<file path="config.mk">
export PLATFORM = sky130hd
export DESIGN_NAME = ntt_load_scheduler
export DESIGN_NICKNAME = d
export VERILOG_FILES = /design/src/rtl/ntt_load_scheduler.sv
export SDC_FILE = /design/constraint.sdc
export NUM_CORES = 1
export LEC_CHECK = 0
export CORE_ASPECT_RATIO = 0.6
export CORE_MARGIN = 2
export CORE_UTILIZATION = 55
export DETAILED_ROUTE_END_ITERATION = 7
export GPL_ROUTABILITY_DRIVEN = 0
export PLACE_DENSITY = 0.76
export SLEW_MARGIN = 40
export SYNTH_ARGS = -nofsm -noshare
export SYNTH_HDL_FRONTEND = slang
export SYNTH_SLANG_ARGS = --single-unit
</file>
<file path="constraint.sdc">
create_clock -name clk -period 4.2 [get_ports clk]
set_input_delay 0.84 -clock clk [delete_from_list [all_inputs] [get_ports clk]]
set_output_delay 0.84 -clock clk [all_outputs]
set_load 0.01 [all_outputs]
</file>
<file path="src/rtl/ntt_load_scheduler.sv">
// Sequencing controller between the UART word stream and the NTT core: buffers twiddles,
// fans them out to the per-stage twiddle RAMs, then buffers and streams coefficients per transform.
module ntt_load_scheduler #(
  parameter int W          = 32,
  parameter int RADIX      = 16,
  parameter int ADDR_WIDTH = $clog2(RADIX/2),
  parameter int NUM_STAGES = $clog2(RADIX)
) (
  input  logic                  clk,
  input  logic                  rst,
  input  logic                  in_valid_i,
  input  logic [W-1:0]          in_data_i,
  output logic                  in_ready_o,
  input  logic                  tw_reload_i,
  output logic [NUM_STAGES-1:0] tw_we_o,
  output logic [ADDR_WIDTH-1:0] tw_addr_o,
  output logic [W-1:0]          tw_data_o,
  output logic                  ntt_start_o,
  output logic                  ntt_valid_o,
  output logic [W-1:0]          ntt_data_o,
  input  logic                  ntt_done_i,
  output logic                  busy_o,
  output logic                  done_o,
  output logic                  overflow_o,
  output logic [2:0]            dbg_state
);

  localparam int HALF = RADIX / 2;
  localparam int CW   = $clog2(RADIX + 1);
  localparam int IW   = $clog2(RADIX);
  localparam int SW   = $clog2(NUM_STAGES + 1);

  typedef enum logic [2:0] {
    ST_TW_RX   = 3'd0,
    ST_TW_WR   = 3'd1,
    ST_COEF_RX = 3'd2,
    ST_STREAM  = 3'd3,
    ST_WAIT    = 3'd4
  } state_t;

  state_t                state;
  logic [CW-1:0]         tcnt;
  logic [CW-1:0]         ccnt;
  logic [IW-1:0]         kcnt;
  logic [SW-1:0]         stage;
  logic [ADDR_WIDTH-1:0] j;

  logic [W-1:0] twbuf [HALF];
  logic [W-1:0] cbuf  [RADIX];

  logic                  accept;
  logic                  reload_hit;
  logic                  tw_store;
  logic                  c_store;
  logic [ADDR_WIDTH-1:0] j_last;
  logic [ADDR_WIDTH-1:0] j_next;
  logic [SW-1:0]         s_next;
  logic [ADDR_WIDTH-1:0] rd_idx;
  logic                  wr_last;
  logic [IW-1:0]         k_next;

  // Acceptance follows the registered ready flag, so valid/ready are judged on the same cycle:
  // a word is taken when in_valid_i=1 and in_ready_o=1, otherwise it is dropped and flagged.
  always_comb begin
    accept     = in_valid_i && in_ready_o;
    reload_hit = (state == ST_COEF_RX) && tw_reload_i && (ccnt == '0);
    tw_store   = (state == ST_TW_RX) && accept;
    c_store    = (state == ST_COEF_RX) && accept && !reload_hit;
    j_last     = ADDR_WIDTH'((HALF >> stage) - 1);
    wr_last    = (stage == SW'(NUM_STAGES - 1)) && (j == j_last);
    if (j == j_last) begin
      s_next = stage + 1'b1;
      j_next = '0;
    end else begin
      s_next = stage;
      j_next = j + 1'b1;
    end
    rd_idx = j_next << s_next;
    k_next = kcnt + 1'b1;
  end

  // Buffers carry no reset: their contents are only trusted after a fresh load.
  always_ff @(posedge clk) begin
    if (tw_store) twbuf[tcnt[ADDR_WIDTH-1:0]] <= in_data_i;
    if (c_store)  cbuf[ccnt[IW-1:0]]          <= in_data_i;
  end

  always_ff @(posedge clk or posedge rst) begin
    if (rst) begin
      state       <= ST_TW_RX;
      tcnt        <= '0;
      ccnt        <= '0;
      kcnt        <= '0;
      stage       <= '0;
      j           <= '0;
      in_ready_o  <= 1'b0;
      tw_we_o     <= '0;
      tw_addr_o   <= '0;
      tw_data_o   <= '0;
      ntt_start_o <= 1'b0;
      ntt_valid_o <= 1'b0;
      ntt_data_o  <= '0;
      busy_o      <= 1'b0;
      done_o      <= 1'b0;
      overflow_o  <= 1'b0;
    end else begin
      ntt_start_o <= 1'b0;
      done_o      <= 1'b0;
      if (in_valid_i && !in_ready_o) overflow_o <= 1'b1;

      case (state)
        ST_TW_RX: begin
          in_ready_o <= 1'b1;
          if (accept) begin
            tcnt <= tcnt + 1'b1;
            if (tcnt == CW'(HALF - 1)) begin
              // First write (stage 0, address 0) goes out together with the state change.
              state      <= ST_TW_WR;
              in_ready_o <= 1'b0;
              busy_o     <= 1'b1;
              stage      <= '0;
              j          <= '0;
              tw_we_o    <= NUM_STAGES'(1);
              tw_addr_o  <= '0;
              tw_data_o  <= twbuf[0];
            end
          end
        end

        ST_TW_WR: begin
          if (wr_last) begin
            state      <= ST_COEF_RX;
            tw_we_o    <= '0;
            busy_o     <= 1'b0;
            in_ready_o <= 1'b1;
            ccnt       <= '0;
          end else begin
            stage     <= s_next;
            j         <= j_next;
            tw_we_o   <= NUM_STAGES'(1) << s_next;
            tw_addr_o <= j_next;
            tw_data_o <= twbuf[rd_idx];
          end
        end

        ST_COEF_RX: begin
          // A reload takes priority; a word arriving on the same cycle is discarded.
          if (reload_hit) begin
            state <= ST_TW_RX;
            tcnt  <= '0;
          end else if (accept) begin
            ccnt <= ccnt + 1'b1;
            if (ccnt == CW'(RADIX - 1)) begin
              state       <= ST_STREAM;
              in_ready_o  <= 1'b0;
              busy_o      <= 1'b1;
              ntt_start_o <= 1'b1;
              ntt_valid_o <= 1'b1;
              ntt_data_o  <= cbuf[0];
              kcnt        <= '0;
            end
          end
        end

        ST_STREAM: begin
          if (kcnt == IW'(RADIX - 1)) begin
            state       <= ST_WAIT;
            ntt_valid_o <= 1'b0;
          end else begin
            kcnt       <= k_next;
            ntt_data_o <= cbuf[k_next];
          end
        end

        ST_WAIT: begin
          if (ntt_done_i) begin
            state      <= ST_COEF_RX;
            done_o     <= 1'b1;
            busy_o     <= 1'b0;
            in_ready_o <= 1'b1;
            ccnt       <= '0;
          end
        end

        default: begin
          state      <= ST_TW_RX;
          tw_we_o    <= '0;
          busy_o     <= 1'b0;
          in_ready_o <= 1'b0;
        end
      endcase
    end
  end

  assign dbg_state = state;

endmodule

</file>
After elaboration in Yosys (flattened, before gate mapping)
Memory sizes are Yosys's and may differ from the RTL's.
Cells that the tools add are included.
{ "word_totals": {"regBits": 97, "latchBits": 0, "ramBits": 768, "romBits": 0, "input_bits": 37, "output_inout_bits": 80, "word_cells": 147, "n_memories": 2} }
{ "memory_table": {"columns": ["memory", "words", "width", "read_ports", "rd_clocked_by_memory_dff", "wr", "line_no", "rtl"], "rows": [
  ["cbuf", 16, 32, 2, 0, 1, "49", "logic [W-1:0] cbuf [RADIX];"],
  ["twbuf", 8, 32, 2, 0, 1, "48", "logic [W-1:0] twbuf [HALF];"]
]} }
{ "op_classes": {"n_addsub": 6, "n_mul": 0, "div": 0, "order_cmp": 0, "eq_ne": 22, "n_shift": 3, "muxes": 71, "n_bitwise": 2, "reduce_logical": 26} }
{ "op_table": {"columns": ["cell", "n"], "rows": [
  ["$mux 32", 7],
  ["$pmux 32 s2", 2],
  ["$mux 3", 14],
  ["$mux 5", 6],
  ["$mux 4", 7],
  ["$mux 1", 25],
  ["$ne 2x2->1 const B", 9],
  ["$pmux 3 s5", 1],
  ["$pmux 5 s3", 1],
  ["$reduce_and 5->1", 3],
  ["$pmux 3 s2", 2],
  ["$pmux 4 s3", 1],
  ["$add 5x1->5 const B", 2],
  ["$pmux 1 s5", 2],
  ["$pmux 5 s2", 1],
  ["$eq 3x2->1 const B", 3],
  ["$logic_and 1x1->1", 8],
  ["$pmux 4 s2", 1],
  ["$reduce_and 8->1", 1],
  ["$reduce_and 7->1", 1],
  ["$add 3x1->3 const B", 2],
  ["$reduce_and 3->1", 2],
  ["$reduce_and 6->1", 1],
  ["$reduce_bool 2->1", 3],
  ["22 further kinds", 25]
]} }

Depth between registers and ports, before layout
Gate-level depths: netlist (run 1).
An unclocked memory read counts as a cell.
{ "logic_depth": {"ltp_word": 8, "ltp_mapped": 11, "depth_no_buf": 8} }

Least setup slack after synthesis (run 1)
No wires, ideal clock.
{ "synth_path": {"path_kind": "register to register", "from": "register state[2] (netlist: dbg_state[2])", "to": "memory cbuf[3][0], enable pin", "setup_ns": 0.461, "arrival_time_ns": 3.812, "t_required_ns": 3.739, "path_slack_ns": -0.073, "path_stages_with_launch": 8, "n_path_buf": 2, "synth_period_minus_slack_ns": 4.273, "path_cell_list": "dfrtp_1 -> buf_2 -> or3b_2 -> clkbuf_1 -> a21o_1 -> nor2_4 -> nand2_1 -> nor3_1"} }
{ "synth_between": {"elab_chain_cells": 7, "elab_cells_between_ends": 8, "classes_between": "eq/ne (1); mux (2); reduce/logical (5)"} }
{ "synth_lines": {"columns": ["item", "line_no", "rtl"], "rows": [
  ["start: declaration", "41", "state_t state;"],
  ["start signal: assignment", "90", "state <= ST_TW_RX;"],
  ["start signal: assignment", "118", "state <= ST_TW_WR;"],
  ["start signal: assignment", "132", "state <= ST_COEF_RX;"],
  ["$eq 3x2->1 *", "66, 68", null],
  ["$logic_and 1x1->1 (2 in series)", "66", "reload_hit = (state == ST_COEF_RX) && tw_reload_i && (ccnt == '0);"],
  ["$logic_not 1->1", "68", "c_store = (state == ST_COEF_RX) && accept && !reload_hit;"],
  ["$logic_and 1x1->1 *", "68", null],
  ["$mux 1 *", "85", "if (c_store) cbuf[ccnt[IW-1:0]] <= in_data_i;"],
  ["$mux 1 (not written as such) *", "85", null],
  ["end: declaration", "49", null]
]} }
Every way passes the cells marked *; elsewhere a longest branch is shown, timed or not.

Worst setup path after layout (run 1)
{ "layout_path": {"from": "register stage[1]", "to": "register tw_data_o[24]"} }
{ "layout_between": {"elab_chain_cells": 8, "elab_cells_between_ends": 14, "classes_between": "add/sub (2); eq/ne (3); shift (2); mux (4); reduce/logical (2); memory (1)"} }
{ "layout_lines": {"columns": ["item", "line_no", "rtl"], "rows": [
  ["start: declaration", "45", "logic [SW-1:0] stage;"],
  ["start signal: assignment", "138", "stage <= s_next;"],
  ["$shr 4x3->3", "69", "j_last = ADDR_WIDTH'((HALF >> stage) - 1);"],
  ["$sub 3x2->3", "69", null],
  ["$eq 3x3->1", "70, 71", null],
  ["$mux 3", "71", "if (j == j_last) begin"],
  ["$shl 3x3->3", "78", "rd_idx = j_next << s_next;"],
  ["$mem_v2 8x32", null, null],
  ["$mux 32", "131", "if (wr_last) begin"],
  ["$pmux 32 s2", "111", "case (state)"],
  ["end signal: assignment", "125", "tw_data_o <= twbuf[0];"],
  ["end signal: assignment", "142", "tw_data_o <= twbuf[rd_idx];"],
  ["end: declaration", "17", "output logic [W-1:0] tw_data_o,"]
]} }
Parallel ways exist; a longest one is shown, timed or not. The select of a mux whose other input is x is not followed.
A chain may end at the register's enable or synchronous reset.

==> results of run 1 <==
logic make-up after synthesis:
logic type | after synthesis | synth area share
xor gates and xnor gates | 9 | 0.00231
and+or+nand+nor | 263 | 0.0409
AOI/OAI and AO/OA | 352 | 0.0721
buffers and inverters | 130 | 0.0172
DFF | 865 | 0.746
muxes | 231 | 0.117
adders and majority gates | 11 | 0.00403
synth_stat cells, drive strengths merged, types with 3 or more instances:
cell type	number	share of area
edfxtp	768	0.68
mux4	128	0.084
dfrtp	97	0.071
a211oi	83	0.018
nor2	73	0.0082
a21oi	68	0.010
mux2	64	0.021
clkbuf	63	0.0069
buf	53	0.0088
nor2b	51	0.0093
o22ai	51	0.0095
nand2	40	0.0044
mux2i	39	0.011
o31ai	35	0.0077
o221ai	32	0.0084
a21boi	26	0.0057
nand4	26	0.0048
o21ai	24	0.0040
and3	18	0.0034
inv	14	0.0015
ha	11	0.0040
nor3	10	0.0015
nand3	9	0.0013
and2	8	0.0015
nand2b	8	0.0015
a21o	6	0.0013
a32o	6	0.0018
or3	6	0.0011
xor2	6	0.0015
o211ai	3	0.00066
xnor2	3	0.00077
worst paths after layout:
| check | startpoint | end | slack, ps | cells past startpoint |
|---|---|---|---|---|
| setup / recovery | stage[1]$_DFFE_PP0P_ | tw_data_o[24]$_DFFE_PP0P_ | 800 | 9 |
| hold / removal | overflow_o$_DFFE_PP0P_ | overflow_o$_DFFE_PP0P_ | 470 | 1 |
| setup reg to reg | stage[1]$_DFFE_PP0P_ | tw_data_o[24]$_DFFE_PP0P_ | 800 | 9 |
| hold reg to reg | overflow_o$_DFFE_PP0P_ | overflow_o$_DFFE_PP0P_ | 470 | 1 |
| max in group asynchronous | rst | ntt_data_o[13]$_DFFE_PP0P_ | 2760 | 3 |
| min in group asynchronous | rst | dbg_state[1]$_DFFE_PP0P_ | 670 | 2 |
worst max-delay path: stages, from the launching register on:
cell      delay (ps)
dfrtp_1          690
inv_1            210
ha_1             280
xor2_1           230
o221ai_2         400
o21ai_0          280
a211oi_4         230
buf_4            450
o221ai_1         170
o31ai_1          330
power by group through the flow:
| stage | sequential [uW] | clock (uW) | combinational (uW) |
|---|---|---|---|
| 4_1_cts | 10100 | 7100 | 4650 |
| 3_3_place_gp | 10200 | 0 | 4470 |
| 2_1_floorplan | 10200 | 0 | 2900 |
| 3_5_place_dp | 10200 | 0 | 4600 |
| 5_1_grt | 10100 | 7460 | 4980 |
| 6_report | 10100 | 7010 | 4710 |
layer usage:
metal | global-route usage | wire [microns] | vias up
met1 | 0.359 | 32500 | 9526
met2 | 0.375 | 36000 | 901
met4 | 0.0497 | 1010 | 0
met5 | 0 | 0 | -
met3 | 0.0402 | 6060 | 79
li1 | - | - | 7882
cell type report:
class	count	area (sq um)	area share
repair buffers	176	1570	0.0402
clock buffers	90	2000	0.0512
flip-flops and latches	865	25500	0.654
multi-input cells	866	8340	0.214
well taps	828	1040	0.0266
clock inverters	49	494	0.0127
inverters	14	57.6	0.00148
placed cells by master (no fill, tap or decap), drive strengths merged, types with 64 or more instances in the layout:
cell type,instances
edfxtp,768
mux4,128
a211oi,83
nor2,73
buf,87
clkdlybuf4s50,88
clkbuf,91
a21oi,68
dfrtp,97
mux2,64
through the flow:
| step | instances | util | total power (uW) | hold slack [ps] | worst slack, ps |
|---|---|---|---|---|---|
| after floorplan | 1861 | - | 13100 | 472 | 67.4 |
| after global placement | 2748 | 0.599 | 14700 | 444 | 756 |
| after detailed placement | 2749 | 0.598 | 14800 | 454 | 674 |
| after CTS | 2888 | 0.639 | 21800 | 465 | 919 |
| after global routing | 2888 | 0.638 | 22500 | 479 | 621 |
| final | 2888 | 0.638 | 21800 | 465 | 797 |
state kept, by name (all words and copies together), names as in the netlist:
register	count
stage	3
kcnt	4
in_ready_o	1
ccnt	5
twbuf	256
dbg_state	3
cbuf	512
overflow_o	1
ntt_start_o	1
done_o	1
j	3
busy_o	1
ntt_valid_o	1
tcnt	5
ntt_data_o	32
tw_we_o	4
tw_data_o	32
==> impl_results.md, run 1 <==
* Share of cells above drive strength 1 at 0.214
* Largest net degree at the start of global routing at 65
* Chip Height at 197 microns
* Mean Syn Cell Area at 18.3 sq um
* Total setup buffers inserted after CTS at 0
* RSZ-0062 raised after global routing: no
* Comb power frac at 0.216
* Setup_tns at 0 ps
* Post-synth cell types at 69
* Post-route ant nets at 0
* Core ar. at 0.0611 sq mm
* Post-route DRC at 0
* Crit-path max FO at 32
* Leak pwr at 0.0125 uW
* Startpoint Class: flop
* Antenna violations before repair at 0
* Post-layout min period at 3400 ps
* Die width at 326 microns
* CTS clk-pin slew, worst paths at 70 ps
* FP Rows at 70
* Status: finished clean
* Diode count at 0
* Worst Path Class, Setup: reg -> reg
* I/O pin cnt at 117
* CP arrival at 3880 ps
* Post-CTS Resized at 0
* PortBufs at 116
* EDFF count, synth at 768
* Root Driver: clkbuf_16
* Starting Density at 0.559
* Dpl cell area at 0.0366 sq mm
* Max cap viols at 0
* CTS tree: yes
* Clk_lat worst skew at 620 ps
* F_max at 294 MHz
* Total Routing Usage GR at 0.239
* Max Slew Vio Count at 0
* Wire per inst at 26.2 microns
* Vias in the first global route at 18800
* Sequential Power Share at 0.462
* Layout net count at 2046
* Ys async rst share at 0.112
* Flops & latches, synth at 865
* Drt first-iter violations at 2191
* Net Switching at 6380 uW
* CP Data Required Time at 4680 ps
* Final setup violation count at 0
* Die Area at 0.0642 sq mm
* First-pass DRT Iterations at 5
* Highest ir drop seen on vdd at 0.000841 V
* Clk buf depth at 3
* CTS buffer count at 75
* Internal Power at 15400 uW
* Via count at 18400
* Switching Share at 0.293
* First-pass GRT wire length at 116000 microns
* Detailed Place HPWL at 45200 microns
* Synth warn at 0
* Sink Count at 865
* Slew @ Worst Pin at 844 ps
* Worst setup EP type: flop
* Area Overhead vs Synth at 14.2%
* WL final at 75600 microns
* Relative slew slack at 0.436
* Synth Net Count at 1909
* Syn Inst Count at 1861
* Period utilization at 0.810
* Hold_buf cts at 0
* Vias per cell at 6.37
* Worst Hold Class: reg -> reg
* CTS H-Tree Depth at 3
* Top FF cell, synth: edfxtp_1
* GRT overflow at 0
* Post-route cell area at 0.0390 sq mm
* Hold Vio Cnt, Final at 0
* Fill cell count at 4104
* Pwr dens at 559 mW/mm^2
* Sequential cell area fraction in the yosys report at 0.746
* Clock share of power at 0.322
* Mapped Area at 0.0341 sq mm
* Clk_skew at 24.3 ps
Note: power is estimated with default switching activity, not from simulation.
==> inputs of run 2 (changes only) <==
--- a/config.mk
+++ b/config.mk
@@ -10,7 +10,7 @@
 export CORE_UTILIZATION = 55
 export DETAILED_ROUTE_END_ITERATION = 7
 export GPL_ROUTABILITY_DRIVEN = 0
-export PLACE_DENSITY = 0.76
+export PLACE_DENSITY = 0.73
 export SLEW_MARGIN = 40
 export SYNTH_ARGS = -nofsm -noshare
 export SYNTH_HDL_FRONTEND = slang
==> constraint.sdc (replaced) <==
create_clock -name clk -period 3.31 [get_ports clk]
set_input_delay 0.662 -clock clk [delete_from_list [all_inputs] [get_ports clk]]
set_output_delay 0.662 -clock clk [all_outputs]
set_load 0.01 [all_outputs]
==> run 2 against run 1 <==
- first-iteration DRC count increased by 12%
- via count increased by 2.2%
- power increased by 31%
- combinational power increased by 35%
- critical path depth unchanged
- cell area increased by 2.0%
- hold slack got worse by 84 ps
- clock skew decreased by 5.1 ps
- final cell count increased by 0.80%
- clock power increased by 34%
- sequential cell count unchanged
- sequential power increased by 26%
==> impl_results.md, run 2 (synthesis gave the netlist of run 1 again) <==
* Wire per inst at 27.3 microns
* RSZ-0062 raised after global routing: no
* I/O pin cnt at 117
* Startpoint Class: flop
* Largest stage delay on the critical path at 530 ps
* Worst Hold Class: in -> async
* Period utilization at 0.952
* Max Slew Vio Count at 0
* Detailed Place HPWL at 44900 microns
* Layout net count at 2069
* CTS clk-pin slew, worst paths at 70 ps
* Starting Density at 0.559
* Area Overhead vs Synth at 16.5%
* Most frequent cells in the layout: 768 x edfxtp_1, 128 x mux4_2, 96 x dfrtp_1, 91 x clkdlybuf4s50_1, 82 x a211oi_1
* Vias in the first global route at 18800
* Final setup violation count at 0
* Vias per cell at 6.46
* Crit-path max FO at 32
* Final cell count without fillers at 2911
* Cell Chain, Critical Path: inv_1 > ha_1 > xor2_1 > o221ai_2 > o21ai_0 > a211oi_4 > buf_4 > o221ai_1 > o31ai_1
* # placed instances at 2771
* Via count at 18800
* Hold_buf cts at 0
* Most common cell after layout, fill and taps aside: edfxtp_1
* Clk buf depth at 3
* Relative slew slack at 0.432
* Total power at 28500 uW
* Post-layout min period at 3150 ps
* Post-route cell area at 0.0398 sq mm
* Leak pwr at 0.0128 uW
* F_max at 317 MHz
* CP Data Required Time at 3820 ps
* Highest ir drop seen on vdd at 0.00100 V
* Final Core Density at 0.651
* Die width at 326 microns
* CTS tree: yes
* Hold Worst Slack at 382 ps
* Sink Count at 865
* Largest net degree at the start of global routing at 67
* Crit-path leading delay family: compound AO/OA/AOI/OAI gates
* Share of cells above drive strength 1 at 0.221
* First-pass DRT Iterations at 6
* CP arrival at 3660 ps
* WL final at 79600 microns
* Die Area at 0.0642 sq mm
* Chip Height at 197 microns
* CTS H-Tree Depth at 3
* First-pass GRT wire length at 120000 microns
* Post-route DRC at 0
* Worst setup EP type: flop
* Slowest stage cell on the critical path: dfrtp_1
* Clk_skew at 19.1 ps
* Max reg flops at 512
* Drt first-iter violations at 2453
* PortBufs at 116
* Dpl cell area at 0.0372 sq mm
* Pwr dens at 716 mW/mm^2
* GRT overflow at 0
* Antenna violations before repair at 1
* Total setup buffers inserted after CTS at 0
* Slew @ Worst Pin at 850 ps
* Status: finished clean
* Clk_lat worst skew at 620 ps
* Max cap viols at 0
* FP Rows at 70
* Core ar. at 0.0611 sq mm
* R2R setup slack at 160 ps
* Total Routing Usage GR at 0.252
* Post-route ant nets at 0
* Diode count at 0
* CTS buffer count at 76
* CP Buf/Inv Count at 2
* Post-CTS Resized at 0
* Root Driver: clkbuf_16
* Worst Path Class, Setup: reg -> reg
* Hold Vio Cnt, Final at 0
run 2: cell types whose count changed in the layout (fill, tap and decap cells not counted), sizes merged:
cell / change
buf: +20
clkbuf: +9
inv: -1
bufinv: +4
clkinv: -7
clkinvlp: -5
clkdlybuf4s50: +3
run 2: layout make-up:
class | count | area (sq um)
Inverter | 14 | 55.1
Multi-Input combinational cell | 866 | 8350
Sequential cell | 865 | 25500
Tap cell | 828 | 1040
Timing Repair Buffer | 198 | 2160
Clock inverter | 40 | 523
Fill cell | 4073 | 21400
Clock buffer | 100 | 2150
run 2: metrics by stage:
step | setup slack (ps) | setup TNS (ps)
3_5_place_dp | 328 | 0
2_1_floorplan | -107 | -35920
5_1_grt | 54.8 | 0
3_3_place_gp | 473 | 0
4_1_cts | 257 | 0
6_report | 157 | 0
run 2: worst paths after layout:
path / cells after the start / start / endpoint
max in group asynchronous: 3 / rst / ntt_data_o[13]$_DFFE_PP0P_
max: 9 / stage[1]$_DFFE_PP0P_ / tw_data_o[18]$_DFFE_PP0P_
min: 2 / rst / stage[0]$_DFFE_PP0P_
min reg2reg: 1 / overflow_o$_DFFE_PP0P_ / overflow_o$_DFFE_PP0P_
max reg2reg: 9 / stage[1]$_DFFE_PP0P_ / tw_data_o[18]$_DFFE_PP0P_
min in group clk: 1 / overflow_o$_DFFE_PP0P_ / overflow_o$_DFFE_PP0P_
run 2: power by group:
group / switching [uW] / internal [uW]
sequential: 338 / 12400
combinational: 4030 / 2340
clock: 3890 / 5530
total: 8260 / 20200
run 2: routing by layer:
| metal | global-route usage | up-vias | wire (microns) |
|---|---|---|---|
| met4 | 0.0562 | 0 | 1480 |
| met1 | 0.393 | 9682 | 34500 |
| met2 | 0.371 | 1054 | 35400 |
| met5 | 0 | - | 0 |
| li1 | - | 7922 | - |
| met3 | 0.0512 | 136 | 8130 |
